File: src/rtl/jtag_tap_ctrl.sv
// JTAG TAP controller: 16-state IEEE 1149.1 FSM, IR_W-bit instruction
// register with decode, BYPASS and IDCODE data registers, scan-chain
// strobes/selects and the TDO output mux.
module jtag_tap_ctrl #(
  parameter int unsigned     IR_W      = 4,
  parameter logic [31:0]     IDCODE    = 32'h1234_5677,
  parameter logic [IR_W-1:0] OP_EXTEST = IR_W'(4'h0),
  parameter logic [IR_W-1:0] OP_IDCODE = IR_W'(4'h1),
  parameter logic [IR_W-1:0] OP_SAMPLE = IR_W'(4'h2),
  parameter logic [IR_W-1:0] OP_BIST   = IR_W'(4'h8),
  parameter logic [IR_W-1:0] OP_BYPASS = '1
) (
  input  logic            ck,
  input  logic            reset,
  input  logic            TMS,
  input  logic            TDI,
  output logic            TDO,
  output logic            tdo_en,
  output logic [3:0]      state,
  output logic [IR_W-1:0] inst,
  output logic            capture_dr,
  output logic            shift_dr,
  output logic            update_dr,
  output logic            hold,
  output logic            sel_bsr,
  output logic            sel_bist,
  input  logic            bsr_tdo,
  input  logic            bist_tdo,
  output logic            bist_start
);

  typedef enum logic [3:0] {
    ST_TLR    = 4'hF, ST_RTI    = 4'hC,
    ST_SEL_DR = 4'h7, ST_CAP_DR = 4'h6, ST_SH_DR  = 4'h2, ST_EX1_DR = 4'h1,
    ST_PAU_DR = 4'h3, ST_EX2_DR = 4'h0, ST_UPD_DR = 4'h5,
    ST_SEL_IR = 4'h4, ST_CAP_IR = 4'hE, ST_SH_IR  = 4'hA, ST_EX1_IR = 4'h9,
    ST_PAU_IR = 4'hB, ST_EX2_IR = 4'h8, ST_UPD_IR = 4'hD
  } tap_state_t;

  tap_state_t      cur;
  logic [IR_W-1:0] ir_sr;
  logic            bypass;
  logic [31:0]     idcode_sr;
  logic            sel_idcode;
  logic            sel_bypass;
  logic            dr_tdo;

  function automatic tap_state_t next_state(input tap_state_t s, input logic tms);
    case (s)
      ST_TLR:    return tms ? ST_TLR    : ST_RTI;
      ST_RTI:    return tms ? ST_SEL_DR : ST_RTI;
      ST_SEL_DR: return tms ? ST_SEL_IR : ST_CAP_DR;
      ST_CAP_DR: return tms ? ST_EX1_DR : ST_SH_DR;
      ST_SH_DR:  return tms ? ST_EX1_DR : ST_SH_DR;
      ST_EX1_DR: return tms ? ST_UPD_DR : ST_PAU_DR;
      ST_PAU_DR: return tms ? ST_EX2_DR : ST_PAU_DR;
      ST_EX2_DR: return tms ? ST_UPD_DR : ST_SH_DR;
      ST_UPD_DR: return tms ? ST_SEL_DR : ST_RTI;
      ST_SEL_IR: return tms ? ST_TLR    : ST_CAP_IR;
      ST_CAP_IR: return tms ? ST_EX1_IR : ST_SH_IR;
      ST_SH_IR:  return tms ? ST_EX1_IR : ST_SH_IR;
      ST_EX1_IR: return tms ? ST_UPD_IR : ST_PAU_IR;
      ST_PAU_IR: return tms ? ST_EX2_IR : ST_PAU_IR;
      ST_EX2_IR: return tms ? ST_UPD_IR : ST_SH_IR;
      ST_UPD_IR: return tms ? ST_SEL_DR : ST_RTI;
      default:   return ST_TLR;
    endcase
  endfunction

  // TAP state, instruction/data registers and the BIST start pulse; each
  // register action takes effect on the edge that ends its state.
  always_ff @(posedge ck or posedge reset) begin
    if (reset) begin
      cur        <= ST_TLR;
      inst       <= OP_IDCODE;
      ir_sr      <= IR_W'(1);
      bypass     <= 1'b0;
      idcode_sr  <= IDCODE;
      bist_start <= 1'b0;
    end else begin
      cur        <= next_state(cur, TMS);
      bist_start <= (cur == ST_UPD_DR) && (inst == OP_BIST);
      case (cur)
        ST_TLR: begin
          inst      <= OP_IDCODE;
          ir_sr     <= IR_W'(1);
          bypass    <= 1'b0;
          idcode_sr <= IDCODE;
        end
        ST_CAP_IR: ir_sr <= IR_W'(1);
        ST_SH_IR:  ir_sr <= {TDI, ir_sr[IR_W-1:1]};
        ST_UPD_IR: inst  <= ir_sr;
        ST_CAP_DR: begin
          bypass    <= 1'b0;
          idcode_sr <= IDCODE;
        end
        ST_SH_DR: begin
          bypass    <= TDI;
          idcode_sr <= {TDI, idcode_sr[31:1]};
        end
        default: ;
      endcase
    end
  end

  assign state      = cur;
  assign capture_dr = (cur == ST_CAP_DR);
  assign shift_dr   = (cur == ST_SH_DR);
  assign update_dr  = (cur == ST_UPD_DR);
  assign tdo_en     = (cur == ST_SH_DR) || (cur == ST_SH_IR);
  assign hold       = (inst == OP_EXTEST);
  assign sel_bsr    = (inst == OP_EXTEST) || (inst == OP_SAMPLE);
  assign sel_bist   = (inst == OP_BIST);
  assign sel_idcode = (inst == OP_IDCODE);
  // Undefined opcodes fall back to the 1-bit bypass register.
  assign sel_bypass = (inst == OP_BYPASS) || !(sel_bsr || sel_bist || sel_idcode);

  // Data-register select and TDO mux; TDO is driven only in the shift states.
  always_comb begin
    dr_tdo = 1'b0;
    if (sel_idcode)      dr_tdo = idcode_sr[0];
    else if (sel_bsr)    dr_tdo = bsr_tdo;
    else if (sel_bist)   dr_tdo = bist_tdo;
    else if (sel_bypass) dr_tdo = bypass;

    TDO = 1'b0;
    if (cur == ST_SH_IR)      TDO = ir_sr[0];
    else if (cur == ST_SH_DR) TDO = dr_tdo;
  end

endmodule

File: config.mk
export PLATFORM = sky130hd
export DESIGN_NAME = jtag_tap_ctrl
export DESIGN_NICKNAME = d
export VERILOG_FILES = /design/src/rtl/jtag_tap_ctrl.sv
export SDC_FILE = /design/constraint.sdc
export NUM_CORES = 1
export LEC_CHECK = 0
export ABC_AREA = 1
export BUFFER_PORTS_ARGS = -buffer_cell sky130_fd_sc_hd__buf_2
export CAP_MARGIN = 20
export CORE_ASPECT_RATIO = 0.75
export CORE_MARGIN = 4
export CORE_UTILIZATION = 64
export CTS_BUF_LIST = sky130_fd_sc_hd__clkbuf_4
export DETAILED_ROUTE_END_ITERATION = 12
export PLACE_DENSITY = 0.87
export SYNTH_ARGS = -nofsm -noshare
export SYNTH_HDL_FRONTEND = slang
export SYNTH_SLANG_ARGS = --single-unit
File: constraint.sdc
create_clock -name ck -period 2.1 [get_ports ck]
set_input_delay 0.42 -clock ck [delete_from_list [all_inputs] [get_ports ck]]
set_output_delay 0.42 -clock ck [all_outputs]
set_load 0.01 [all_outputs]
==> impl_metrics.toml, run 1 <==
[pwr]
vdd.ir_drop.worst_mv = 0.933
power_mw = 3.26
pwr_density_cell_mw_per_mm2 = 1450
p_leak_nw = 1.21

[placed_design]
pre_cts_setup_slack_ps = 380
globalplace.congestion = 0.903
dpl-instance-area_sq_mm = 0.00207
placedCellCount = 256
number_of_buffers_inserted_by_port_buffering = 22
hpwl_mm = 2.67

[synthesis]
synth_seq_cells = 45
synth.cell_area_sq_mm = 0.00193
synth.distinct_cells = 23
ys_warn_count = 0
yosysSeqAreaShare_pct = 59.7
avgSynthCellArea_sq_um = 9.70
mappedNetlistNets = 205
postSynthCellCount = 199

[routing]
route.final.wire_length_mm = 4.36
drc_violations = 0
drt-vias-per-instance = 5.80
ant_nets = 0
vias = 1589
wl_per_cell_um = 15.9
firstDrtPassIters = 4
dr.first_iter.drc_count = 139

[setup_path]
worst-setup-path-type = "register to output port"
crit_path_cell_trace = "nor2_4 > nand2_2 > or2_2 > nand2_1 > nand2_1 > nand2_1 > nand2_1 > buf_2"
top_cell_by_count_worst_path = "sky130_fd_sc_hd__nand2_1"
timing.critical_path.arrival_ps = 1710
critical_path.startpoint_type = "register"
critical_path.max_stage_delay_ps = 490
timing.critical_path.fanout_max = 4
worst_setup_path_end_kind = "output port"
critPathSlowestCell = "sky130_fd_sc_hd__dfrtp_2"
critical_path_required_ps = 1680

[floorplanning]
dieHeight_um = 55.6
dieWidth_um = 71.4
die_area_sq_mm = 0.00397
initial_core_util_pct = 70.4
boundaryPins = 23
rows = 16
total_core_area_sq_mm = 0.00274

[sta]
rsz_0062_raised_after_global_routing = "yes"
setup_viol = 1
final.min_clock_period_ps = 2130
holdWs_ps = 177
slew_headroom_pct = 55.5
worst_slew_pin_slew_ps = 664
fin_skew_ps = 3.17
final_number_of_max_transition_violations = 0
post_route_fraction_of_the_period_consumed_by_the_critical_path_pct = 102
fin_ws_ps = -32.8
hold_viol_final = 0
fmax_ghz = 0.469

[final_layout]
multi_input_area_sq_um = 569
post-route-cell-area_sq_mm = 0.00224
layout.nets = 243
antennaDiodeCount = 0
commonest_non_fill_non_tap_cell_in_the_layout = "sky130_fd_sc_hd__inv_1"
sequential_cell_area_sq_mm = 0.00115
fillers = 137
stdcell_count = 274
syn2layout_area_growth_pct = 16.1
final_cell_mix = "sky130_fd_sc_hd__inv_1, sky130_fd_sc_hd__o22ai_1, sky130_fd_sc_hd__dfrtp_1, sky130_fd_sc_hd__buf_2, sky130_fd_sc_hd__dfstp_2"
final_layout_size_suffix_gt1_share_pct = 35.7

[cts]
clock_path_buffers = 2
cts_root_buffer = "sky130_fd_sc_hd__clkbuf_4"
clock-sinks = 45
htreeDepth = 2
clkSlewWorstSetupHoldPaths_ps = 120
ctsHoldBuffers = 0
clkLatencyLatePin_ps = 360
cts_made_buffers = 5
cts_tree = "yes"

[global_routing]
antenna_found_initial = 0
first_global_vias = 1383
grt.total_usage_pct = 22.1
grt_max_degree = 46
grt_pass1_wl_mm = 6.69
grt_remaining_overflow = 0

[outcome]
failed_checks = "negative setup slack"
run_status = "finished with violations"

[run]
number_of_max_capacitance_violations_reported = 0

[hold_path]
worst_hold_path_class = "input pin to asynchronous set/reset pin"
-- layout make-up --
cell class                      count  share of cell area, %
Sequential cell                    45                   51.5
Multi-Input combinational cell     96                   25.4
Timing Repair Buffer               35                   9.26
Inverter                           54                   9.15
Clock buffer                        7                   2.34
Tap cell                           36                   2.01
Clock inverter                      1                  0.335
-- sequential cells by signal, summed over array words and instances, names as in the netlist --
register	count
ir_sr	4
bypass	1
bist_start	1
inst	4
state	4
idcode_sr	31
-- cells by family after synthesis --
group	count (synthesis)	share of synthesized area (%)
compound gates	51	16.9
simple gates	45	10.8
flops	45	59.7
buf+inv	58	12.6
-- worst max-delay path: cells and delay by family (launching register included) --
kind                   cells  cell delay, ps
AND/OR/NAND/NOR            7             740
buffers and inverters      1             130
flip-flops                 1             490
-- metal layers --
metal  track usage (%)  up-vias  share of wire, %  routed length (um)
li1                  -      723                 -                   -
met1              30.4      787                44                1910
met2              33.5       62                47                2050
met3              5.62       17               5.5                 238
met4              8.85        0               3.4                 150
met5                 0        -                 0                   0
-- worst paths after layout --
path                               start             to  slack (ps)  cells past startpoint
max                              inst[2]            TDO         -30                      8
min                                reset        inst[1]         180                      3
max reg2reg                     state[1]       ir_sr[0]         420                      6
min reg2reg                idcode_sr[12]  idcode_sr[12]         500                      2
max in group asynchronous          reset        inst[2]        1520                      3
min in group ck                      TMS       state[3]         260                      2
-- power by group --
group	total [mW]	switching (mW)	leakage, nW	internal (mW)
Combinational	1.35	0.838	0.630	0.509
Sequential	1.48	0.193	0.542	1.29
Clock	0.434	0.276	0.0324	0.158
-- stage by stage --
| step | TNS [ps] | utilization [%] |
|---|---|---|
| 2_1_floorplan | 0 | - |
| 3_3_place_gp | 0 | 75.5 |
| 3_5_place_dp | 0 | 75.5 |
| 4_1_cts | 0 | 78.5 |
| 5_1_grt | -82.5 | 81.8 |
| 6_report | -32.8 | 81.8 |
-- synth_stat cells --
master / count / area share, %
sky130_fd_sc_hd__a211oi_1: 1 / 0.39
sky130_fd_sc_hd__a21oi_1: 5 / 1.3
sky130_fd_sc_hd__a22oi_1: 13 / 5.1
sky130_fd_sc_hd__a41oi_1: 1 / 0.45
sky130_fd_sc_hd__buf_6: 3 / 1.7
sky130_fd_sc_hd__clkbuf_1: 1 / 0.19
sky130_fd_sc_hd__dfrtp_1: 24 / 31
sky130_fd_sc_hd__dfstp_2: 21 / 29
sky130_fd_sc_hd__inv_1: 49 / 9.5
sky130_fd_sc_hd__inv_2: 4 / 0.78
sky130_fd_sc_hd__inv_4: 1 / 0.32
sky130_fd_sc_hd__nand2_1: 20 / 3.9
sky130_fd_sc_hd__nand2_4: 2 / 1.2
sky130_fd_sc_hd__nand3_1: 4 / 1.0
sky130_fd_sc_hd__nor2_1: 14 / 2.7
sky130_fd_sc_hd__nor2_2: 1 / 0.32
sky130_fd_sc_hd__nor2_4: 1 / 0.58
sky130_fd_sc_hd__nor3_1: 1 / 0.26
sky130_fd_sc_hd__nor3_2: 1 / 0.52
sky130_fd_sc_hd__o21ai_0: 7 / 1.8
sky130_fd_sc_hd__o22ai_1: 23 / 7.5
sky130_fd_sc_hd__o41ai_1: 1 / 0.45
sky130_fd_sc_hd__or2_2: 1 / 0.32
-- timing repair --
| action | in CTS | in global routing |
|---|---|---|
| pin swaps | 0 | 4 |
| buffers inserted | 3 | 7 |
| endpoints found under the setup margin | 1 | 2 |
| resized for setup | 0 | 15 |
(Power assumes the default switching activity.)
==> inputs of run 2 (changes only) <==
--- a/config.mk
+++ b/config.mk
@@ -14,6 +14,7 @@
 export CTS_BUF_LIST = sky130_fd_sc_hd__clkbuf_4
 export DETAILED_ROUTE_END_ITERATION = 12
 export PLACE_DENSITY = 0.87
+export SKIP_CTS_REPAIR_TIMING = 1
 export SYNTH_ARGS = -nofsm -noshare
 export SYNTH_HDL_FRONTEND = slang
 export SYNTH_SLANG_ARGS = --single-unit
==> impl_metrics.toml, run 2 (synthesized netlist as in run 1, its figures left out) <==
[outcome]
run_status = "finished with violations"
failed_checks = "negative setup slack"

[final_layout]
fin_util_pct = 82.2
antennaDiodeCount = 0
sequential_cell_area_sq_mm = 0.00115
fillers = 134
final_cell_mix = "sky130_fd_sc_hd__inv_1, sky130_fd_sc_hd__o22ai_1, sky130_fd_sc_hd__dfrtp_1, sky130_fd_sc_hd__buf_2, sky130_fd_sc_hd__dfstp_2"
commonest_non_fill_non_tap_cell_in_the_layout = "sky130_fd_sc_hd__inv_1"
layout.nets = 244
largest_reg_flops = 31
syn2layout_area_growth_pct = 16.8
multi_input_area_sq_um = 574
max_flop_register = "idcode_sr"
final_layout_size_suffix_gt1_share_pct = 36.4

[sta]
holdWs_ps = 170
fin_ws_ps = -4.04
slew_headroom_pct = 49.2
post_route_fraction_of_the_period_consumed_by_the_critical_path_pct = 100
fin_skew_ps = 7.60
hold_viol_final = 0
worst_slew_pin_slew_ps = 757
final_number_of_max_transition_violations = 0
setup_viol = 1
fmax_ghz = 0.475
final.min_clock_period_ps = 2100
rsz_0062_raised_after_global_routing = "yes"

[floorplanning]
dieHeight_um = 55.6
boundaryPins = 23
rows = 16
die_area_sq_mm = 0.00397
dieWidth_um = 71.4
total_core_area_sq_mm = 0.00274
initial_core_util_pct = 70.4

[setup_path]
timing.critical_path.fanout_max = 7
worst-setup-path-type = "register to output port"
critical_path.startpoint_type = "register"
timing.critical_path.arrival_ps = 1680
top_cell_by_count_worst_path = "sky130_fd_sc_hd__nand2_1"
crit_path_cell_trace = "o21ai_0 > nand2_1 > nand2_1 > nand2_1 > nand2_1 > nand2_1 > nand2_1 > nand2_1 > buf_2"
critical_path.max_stage_delay_ps = 660
worst_setup_path_end_kind = "output port"
critPathSlowestCell = "sky130_fd_sc_hd__dfstp_2"
critical_path_required_ps = 1680

[routing]
route.final.wire_length_mm = 4.32
wl_per_cell_um = 15.7
drt-vias-per-instance = 5.80
dr.first_iter.drc_count = 138
ant_nets = 0
firstDrtPassIters = 4
drc_violations = 0
vias = 1595

[cts]
cts_made_buffers = 5
clock-sinks = 45
cts_tree = "yes"
htreeDepth = 2
clkSlewWorstSetupHoldPaths_ps = 130
clkLatencyLatePin_ps = 360
cts_root_buffer = "sky130_fd_sc_hd__clkbuf_4"
clock_path_buffers = 2

[pwr]
power_switching_mw = 1.31
power_frac_clock_pct = 13.1
vdd.ir_drop.worst_mv = 0.956
pwr_density_cell_mw_per_mm2 = 1450
swShare_pct = 40.0
cellInternalPower_mw = 1.97
p_leak_nw = 1.22
seq_power_share_pct = 45.3
pwr-share-comb_pct = 41.6

[global_routing]
first_global_vias = 1341
grt_max_degree = 46
grt_remaining_overflow = 0
antenna_found_initial = 0
grt.total_usage_pct = 20.9
grt_pass1_wl_mm = 6.36

[run]
number_of_max_capacitance_violations_reported = 0

[placed_design]
number_of_buffers_inserted_by_port_buffering = 22
hpwl_mm = 2.67
globalplace.congestion = 0.903

[hold_path]
worst_hold_path_class = "input pin to asynchronous set/reset pin"
==> run 2: cell count changes in the layout (fill, tap and decap cells not counted), sizes merged <==
cell  delta
buf      +1
==> run 2: per-stage QoR <==
step	area [sq um]	power (mW)	setup TNS (ps)	setup WS, ps	instances
CTS	2130	3.06	-10.3	-10.3	264
finish	2250	3.28	-4.04	-4.04	275
global placement	2070	2.55	0	454	256
floorplan	1930	2.33	0	464	199
global route	2250	3.48	-90.4	-90.4	275
detailed placement	2070	2.64	0	380	256
==> run 2: area by class of cell <==
class	count	share of cell area, %
sequential	45	51.2
multi-input combinational	96	25.5
timing repair buffer	36	9.54
inverter	54	9.10
clock buffer	7	2.33
tap	36	2.00
clock inverter	1	0.333
==> run 2: path summary, 6_finish.rpt <==
kind | startpoint | end | slack (ps) | cells past startpoint
max in group asynchronous | reset | inst[2] | 1520 | 3
setup reg to reg | state[1] | ir_sr[2] | 310 | 5
hold / removal | reset | bypass | 170 | 3
setup / recovery | inst[0] | TDO | -4 | 9
min in group ck | TMS | state[3] | 260 | 2
hold reg to reg | idcode_sr[6] | idcode_sr[6] | 500 | 2
==> run 2: power by group through the flow <==
stage / Clock, mW / Combinational (mW) / Sequential, mW
after global routing: 0.475 / 1.49 / 1.51
after CTS: 0.427 / 1.16 / 1.47
after detailed placement: 0 / 1.15 / 1.49
final: 0.431 / 1.36 / 1.48
after floorplan: 0 / 0.866 / 1.46
after global placement: 0 / 1.09 / 1.46
==> run 2: worst max-delay path, delay by kind of cell (launching register included) <==
kind,cells,cell delay [ps]
AO/OA/AOI/OAI,1,130
buffers and inverters,1,120
flip-flops,1,660
AND/OR/NAND/NOR,7,430
==> run 2: metal layers <==
metal,part of all wire (%),vias up,global-route usage [%]
met5,0,-,0
met4,2.9,0,8.31
met3,7.8,15,5.62
met2,47,79,30.9
met1,42,780,29.4
li1,-,721,-
==> inputs of run 3 (changes only) <==
--- a/config.mk
+++ b/config.mk
@@ -6,14 +6,14 @@
 export NUM_CORES = 1
 export LEC_CHECK = 0
 export ABC_AREA = 1
-export BUFFER_PORTS_ARGS = -buffer_cell sky130_fd_sc_hd__buf_2
 export CAP_MARGIN = 20
 export CORE_ASPECT_RATIO = 0.75
 export CORE_MARGIN = 4
-export CORE_UTILIZATION = 64
+export CORE_UTILIZATION = 70
 export CTS_BUF_LIST = sky130_fd_sc_hd__clkbuf_4
 export DETAILED_ROUTE_END_ITERATION = 12
-export PLACE_DENSITY = 0.87
+export DONT_BUFFER_PORTS = 1
+export PLACE_DENSITY = 0.86
 export SKIP_CTS_REPAIR_TIMING = 1
 export SYNTH_ARGS = -nofsm -noshare
 export SYNTH_HDL_FRONTEND = slang
==> impl_metrics.toml, run 3 (synthesized netlist as in run 1, its figures left out) <==
[global_routing]
grt_max_degree = 46
antenna_found_initial = 0
grt.total_usage_pct = 24.1
first_global_vias = 1360
grt_pass1_wl_mm = 6.29
grt_remaining_overflow = 0

[setup_path]
worst-setup-path-type = "register to output port"
critical_path_buffer_and_inverter_count = 3
worst_setup_path_end_kind = "output port"
timing.critical_path.arrival_ps = 1590
critical_path_required_ps = 1680
timing.critical_path.fanout_max = 7
critical_path.max_stage_delay_ps = 660
crit_path_cell_trace = "inv_4 > buf_4 > nor2_1 > nand2_1 > inv_1"
critical_path.startpoint_type = "register"
critPathSlowestCell = "sky130_fd_sc_hd__dfstp_2"
crit_family = "flip-flops"

[routing]
drt-vias-per-instance = 5.72
drc_violations = 0
ant_nets = 0
wl_per_cell_um = 16.3
dr.first_iter.drc_count = 144
route.final.wire_length_mm = 4.13
vias = 1448
firstDrtPassIters = 4

[final_layout]
fin_util_pct = 81.5
fillers = 153
multi_input_area_sq_um = 559
sequential_cell_area_sq_mm = 0.00115
layout.nets = 222
final_cell_mix = "sky130_fd_sc_hd__inv_1, sky130_fd_sc_hd__o22ai_1, sky130_fd_sc_hd__dfrtp_1"
largest_reg_flops = 31
final_layout_size_suffix_gt1_share_pct = 27.6
antennaDiodeCount = 0
commonest_non_fill_non_tap_cell_in_the_layout = "sky130_fd_sc_hd__inv_1"
max_flop_register = "idcode_sr"
post-route-cell-area_sq_mm = 0.00214
syn2layout_area_growth_pct = 10.7

[cts]
clock-sinks = 45
cts_tree = "yes"
clkLatencyLatePin_ps = 340
clkSlewWorstSetupHoldPaths_ps = 120
cts_root_buffer = "sky130_fd_sc_hd__clkbuf_4"
cts_made_buffers = 5
htreeDepth = 2
clock_path_buffers = 2

[placed_design]
hpwl_mm = 2.66
globalplace.congestion = 0.775
number_of_buffers_inserted_by_port_buffering = 0
dpl-instance-area_sq_mm = 0.00196

[hold_path]
worst_hold_path_class = "input pin to asynchronous set/reset pin"

[sta]
final.min_clock_period_ps = 2010
slew_headroom_pct = 64.5
post_route_fraction_of_the_period_consumed_by_the_critical_path_pct = 95.5
final.setup.tns_ps = 0
setup_viol = 0
holdWs_ps = 84.2
hold_viol_final = 0
fmax_ghz = 0.499
worst_slew_pin_slew_ps = 533
fin_skew_ps = 5.83
final_number_of_max_transition_violations = 0

[pwr]
pwr_density_cell_mw_per_mm2 = 1480
vdd.ir_drop.worst_mv = 0.811
p_leak_nw = 1.10
power_mw = 3.16

[run]
number_of_max_capacitance_violations_reported = 0

[floorplanning]
boundaryPins = 23
die_area_sq_mm = 0.00367
dieWidth_um = 68.6
rows = 16
dieHeight_um = 53.5
initial_core_util_pct = 73.6
total_core_area_sq_mm = 0.00262

[outcome]
run_status = "finished clean"
==> run 3: path summary, 6_finish.rpt <==
check,slack (ps),cells after the start,start,end
hold / removal,80,2,reset,idcode_sr[16]
setup reg to reg,300,7,state[0],idcode_sr[3]
max in group asynchronous,1630,2,reset,inst[3]
hold reg to reg,480,2,idcode_sr[12],idcode_sr[12]
setup / recovery,90,5,state[0],update_dr
min in group ck,130,1,TMS,state[3]
==> run 3: metrics by stage <==
| stage | cells | worst slack, ps |
|---|---|---|
| after floorplan | 199 | 464 |
| after global placement | 234 | 371 |
| after detailed placement | 234 | 315 |
| after CTS | 242 | -86.8 |
| after global routing | 253 | -38.3 |
| final | 253 | 94.0 |
==> run 3: where the power goes <==
part | internal [mW] | switching [mW]
registers | 1.29 | 0.233
clock network | 0.158 | 0.255
logic | 0.438 | 0.786
total | 1.88 | 1.27
==> run 3: routing by layer <==
layer	global-route usage, %	up-vias	routed length (um)	share of wire [%]
li1	-	679	-	-
met1	31.2	704	1680	41
met2	39.9	62	2110	51
met3	6.58	3	323	7.8
met4	5.94	0	17	0.41
met5	0	-	0	0
==> run 3: layout make-up <==
class | count | area share (%)
tap | 36 | 2.11
clock buffer | 7 | 2.46
sequential | 45 | 54.0
clock inverter | 1 | 0.351
multi-input combinational | 96 | 26.2
timing repair buffer | 14 | 4.92
inverter | 54 | 9.95
